--- src/rtl/mem_ctrl.sv ---
// mem_ctrl: single-port RAM access sequencer between the CPU (MAR/MDR) and a
// word-addressed RAM that can insert wait states.
//
// Ports
//   clk, clr            clock, synchronous active-high reset
//   Read, Write         CPU requests, sampled only while idle
//   addr, wdata         word address (MAR) and write data (MDR Q)
//   Mdatain             registered read data toward the MDR
//   mdr_load            one-cycle MDR load strobe after a successful read
//   done, err           one-cycle completion / error pulses
//   busy                high whenever an access or response is in flight
//   ram_addr, ram_wdata latched address / write data driven to the RAM
//   ram_re, ram_we      RAM read / write enables
//   ram_rdata, ram_ready RAM read data and access-complete handshake
module mem_ctrl #(
    parameter int ADDR_W  = 9,
    parameter int TIMEOUT = 16
) (
    input  logic              clk,
    input  logic              clr,
    input  logic              Read,
    input  logic              Write,
    input  logic [ADDR_W-1:0] addr,
    input  logic [31:0]       wdata,
    output logic [31:0]       Mdatain,
    output logic              mdr_load,
    output logic              done,
    output logic              err,
    output logic              busy,
    output logic [ADDR_W-1:0] ram_addr,
    output logic [31:0]       ram_wdata,
    output logic              ram_re,
    output logic              ram_we,
    input  logic [31:0]       ram_rdata,
    input  logic              ram_ready
);

    typedef enum logic [2:0] {IDLE, RD, WR, RESP, ERR} state_t;

    // Last wait-count value before the access is abandoned.
    localparam logic [4:0] CNT_LAST = 5'(TIMEOUT - 1);

    state_t     state, nxt;
    logic [4:0] wcnt;
    logic       from_rd;   // RESP was entered from RD, so the MDR gets loaded

    always_comb begin
        nxt = state;
        case (state)
            IDLE: begin
                if (Read && !Write)      nxt = RD;
                else if (Write && !Read) nxt = WR;
                else if (Read && Write)  nxt = ERR;
            end
            // Completion wins over timeout when both happen in the same cycle.
            RD, WR: begin
                if (ram_ready)             nxt = RESP;
                else if (wcnt == CNT_LAST) nxt = ERR;
            end
            RESP:    nxt = IDLE;
            ERR:     nxt = IDLE;
            default: nxt = IDLE;
        endcase
    end

    always_ff @(posedge clk) begin
        if (clr) begin
            state     <= IDLE;
            wcnt      <= '0;
            from_rd   <= 1'b0;
            Mdatain   <= '0;
            ram_addr  <= '0;
            ram_wdata <= '0;
        end else begin
            state <= nxt;
            case (state)
                IDLE: begin
                    // Conflicting Read+Write leaves the latches untouched.
                    if (Read ^ Write) begin
                        ram_addr <= addr;
                        wcnt     <= '0;
                    end
                    if (Write && !Read) ram_wdata <= wdata;
                end
                RD: begin
                    if (ram_ready) begin
                        Mdatain <= ram_rdata;
                        from_rd <= 1'b1;
                    end else begin
                        wcnt <= wcnt + 5'd1;
                    end
                end
                WR: begin
                    if (ram_ready) from_rd <= 1'b0;
                    else           wcnt    <= wcnt + 5'd1;
                end
                default: ;
            endcase
        end
    end

    assign busy     = (state != IDLE);
    assign ram_re   = (state == RD);
    assign ram_we   = (state == WR);
    assign done     = (state == RESP);
    assign mdr_load = (state == RESP) && from_rd;
    assign err      = (state == ERR);

endmodule
--- config.mk ---
export PLATFORM = sky130hd
export DESIGN_NAME = mem_ctrl
export DESIGN_NICKNAME = d
export VERILOG_FILES = /design/src/rtl/mem_ctrl.sv
export SDC_FILE = /design/constraint.sdc
export NUM_CORES = 1
export LEC_CHECK = 0
export BUFFER_PORTS_ARGS = -buffer_cell sky130_fd_sc_hd__buf_2
export CORE_MARGIN = 1
export CORE_UTILIZATION = 48
export CTS_BUF_LIST = sky130_fd_sc_hd__clkbuf_4
export DETAILED_ROUTE_END_ITERATION = 8
export PLACE_DENSITY = 0.9
export SLEW_MARGIN = 10
export SYNTH_ARGS = -nofsm -noshare
export SYNTH_HDL_FRONTEND = slang
export SYNTH_SLANG_ARGS = --single-unit
--- constraint.sdc ---
create_clock -name clk -period 2 [get_ports clk]
set_clock_uncertainty 0.05 [all_clocks]
set_input_delay 0.4 -clock clk [delete_from_list [all_inputs] [get_ports clk]]
set_output_delay 0.4 -clock clk [all_outputs]
set_load 0.005 [all_outputs]
==> impl_metrics.csv <==
group,metric,value,unit
detailed_routing,postRouteWirelength,8.063,mm
yosys,synth_seq_cells,82,
setup_path,path_buf_inv,3,
cells_and_area,design_area,0.004194,sq mm
job,maxCapViolCount,0,
clock_network,cts_made_buffers,9,
yosys,synth_seq_area_share,50.56,%
yosys,synth_top_area_share,50.56,%
cells_and_area,layout-drive-gt1-share,35.53,%
clock_network,cts_sinks,82,
detailed_routing,drc,22,
floorplan,die_height,84.25,um
sta,fmax,533.8,MHz
yosys,avgSynthCellArea,8.325,sq um
run_status,failed_checks,"DRC",
clock_network,cts_setup_buffers,0,
global_routing,grt_pass1_wl,12.95,mm
setup_path,arrival,1.42,ns
setup_path,crit_type,"reg2out",
global_routing,grt_pass1_vias,2963,
placed_design,hpwl,5.938,mm
cells_and_area,antenna_cells,0,
worst_hold_path,hp-class,"in2reg",
yosys,synth_area_leader_cell,"dfxtp_1",
yosys,async_flop_share,0,%
clock_network,root_buffer,"clkbuf_4",
yosys,ys.flop_type,"dfxtp_1",
placed_design,postPlaceCellArea,0.004068,sq mm
sta,setup_tns,0,ns
detailed_routing,first_iter_violations,133,
setup_path,critPathLaunchType,"flop",
cells_and_area,layout_common_cells,"buf_2, nand2_1, dfxtp_1",
cells_and_area,multi_input_area,0.001419,sq mm
yosys,syn_area,0.003247,sq mm
clock_network,clk_pin_slew,0.13,ns
placed_design,gp_congestion,0.8252,
floorplan,fp-row-count,29,
cells_and_area,regArea,0.001644,sq mm
pwr,power.total,0.004206,W
global_routing,antenna_found_initial,0,
global_routing,grt_use_total,22.82,%
setup_path,path_cells,"buf_4 > nor3_2 > inv_1 > buf_2",
yosys,yosysUniqueCellTypes,40,
floorplan,core,0.006422,sq mm
floorplan,die_x,84.25,um
clock_network,clkLatencyLatePin,0.40,ns
cells_and_area,layout.cells.most_common,"buf_2",
sta,tightest_slew,0.4353,ns
yosys,synth-edff-count,0,
placed_design,preCtsSetupSlack,0.06374,ns
clock_network,postCtsHoldBufs,0,
floorplan,start_util,50.56,%
setup_path,cpMaxStageDelayCell,"dfxtp_2",
sta,hold_viol,0,
yosys,synth_warnings,0,
detailed_routing,post_drt_wl_per_cell,12.94,um
sta,rsz0062_at_grt,"no",
run_status,status,"finished, violations left",
yosys,synthesis.nets,473,
clock_network,cts_tree,"built",
sta,timing.final.crit_share,93.66,%
detailed_routing,routed_via_density,5.039,
pwr,ir_drop,0.5789,mV
cells_and_area,n_fill_cell,542,
sta,maxSlewViolCount,0,
pwr,leakagePower,1.942,nW
setup_path,max_stage_delay,0.38,ns
detailed_routing,route.vias.total,3139,
global_routing,grt_max_degree,33,
yosys,synthCells,390,
sta,slew-limit-headroom,70.96,%
cells_and_area,fin_nets,624,
sta,layout_setup_ws,0.1267,ns
setup_path,required,1.55,ns
floorplan,die_area,0.007097,sq mm
placed_design,portBuffers,156,
pwr,p_per_area,1003,mW/mm^2
sta,setup_viol,0,
setup_path,crit_family,"flip-flops",
setup_path,cp_max_fo,8,
yosys,synth.area.top_cells,"dfxtp_1, nand2_1, a21oi_1",
floorplan,pin_count,157,
clock_network,clockBufferDepth,2,
detailed_routing,antenna_left,0,
clock_network,cts_max_level,3,
detailed_routing,dr.pass1.iters,6,
setup_path,worstSetupEndpointType,"output pin",
sta,fin_crit,1.873,ns
cells_and_area,area_delta_synth_final,29.17,%
global_routing,grt.overflow.total,0,
[Yosys cell counts (2+ instances only)]
| cell type | number |
|---|---|
| nand2_1 | 136 |
| nor2_1 | 12 |
| nand3_1 | 3 |
| ha_1 | 5 |
| nand2b_1 | 3 |
| nor3b_1 | 4 |
| nor3_1 | 5 |
| buf_1 | 2 |
| buf_2 | 6 |
| a21oi_1 | 66 |
| inv_1 | 6 |
| clkbuf_1 | 13 |
| buf_4 | 2 |
| dfxtp_1 | 82 |
| buf_6 | 7 |
| o21a_1 | 2 |
| mux2i_1 | 11 |
| nand3b_1 | 3 |
[metal layers]
layer	share of wire (%)	vias to the layer above	GRT usage (%)
met3	7.3	18	7.178
li1	-	1583	-
met2	51	130	39.64
met4	2.6	0	11.13
met5	0	-	0
met1	40	1408	25.33
[worst min-delay path, delay by kind of cell]
kind,cells,cell delay [ns]
compound gates,1,0.05
simple gates,1,0.05
buf+inv,1,0.09
[path summary, 6_finish.rpt]
check                             start  cells past startpoint                          to  slack (ns)
max               state[0]$_SDFFE_PP0P_                      4                        busy        0.13
min                        ram_rdata[9]                      3     Mdatain[9]$_SDFFE_PP0P_        0.16
max reg2reg       state[1]$_SDFFE_PP0P_                      4        wcnt[2]$_SDFFE_PP0P_        0.34
min reg2reg  ram_wdata[15]$_SDFFE_PP0P_                      2  ram_wdata[15]$_SDFFE_PP0P_        0.41
[through the flow]
| step | hold WS, ns | utilization [%] | std cells |
|---|---|---|---|
| 2_1_floorplan | 0.3847 | - | 390 |
| 3_3_place_gp | 0.3884 | 63.34 | 607 |
| 3_5_place_dp | 0.3946 | 63.34 | 607 |
| 4_1_cts | 0.1358 | 65.21 | 623 |
| 5_1_grt | 0.1149 | 65.30 | 623 |
| 6_report | 0.1613 | 65.30 | 623 |
[sequential cells by signal, summed over array words and instances (netlist names)]
signal and count:
wcnt 5, Mdatain 32, state 3, ram_addr 9, from_rd 1, ram_wdata 32
[area by class of cell]
class	count	area share (%)
multi-input cells	272	33.83
clock inverters	5	0.7458
well taps	77	2.297
clock buffers	11	1.969
inverters	6	0.5370
repair buffers	170	21.42
flip-flops and latches	82	39.20
[where the power goes]
| part | internal [W] | total, W | leakage (nW) | switching [W] |
|---|---|---|---|---|
| combinational | 0.000625 | 0.00138 | 1.22 | 0.000751 |
| clock | 0.000278 | 0.000817 | 0.0582 | 0.000538 |
| sequential | 0.00186 | 0.00201 | 0.667 | 0.000155 |
| total | 0.00276 | 0.00421 | 1.94 | 0.00144 |
[cells by family (layout without fill, tap and decap cells)]
logic type	Yosys count	in the layout	synth area share [%]
mux	12	12	3.738
fa+ha+maj	5	5	1.927
flops	82	82	50.56
simple gates	175	175	23.28
xor+xnor	1	1	0.5011
compound gates	79	79	13.76
buf+inv	36	192	6.243
[repair_timing]
| action | in CTS | in global routing |
|---|---|---|
| endpoints found under the hold margin | 0 | 0 |
| resized for setup | 2 | 2 |
| pin swaps | 0 | 0 |
| setup endpoints to repair | 2 | 2 |
Note: power is estimated with default switching activity, not from simulation.
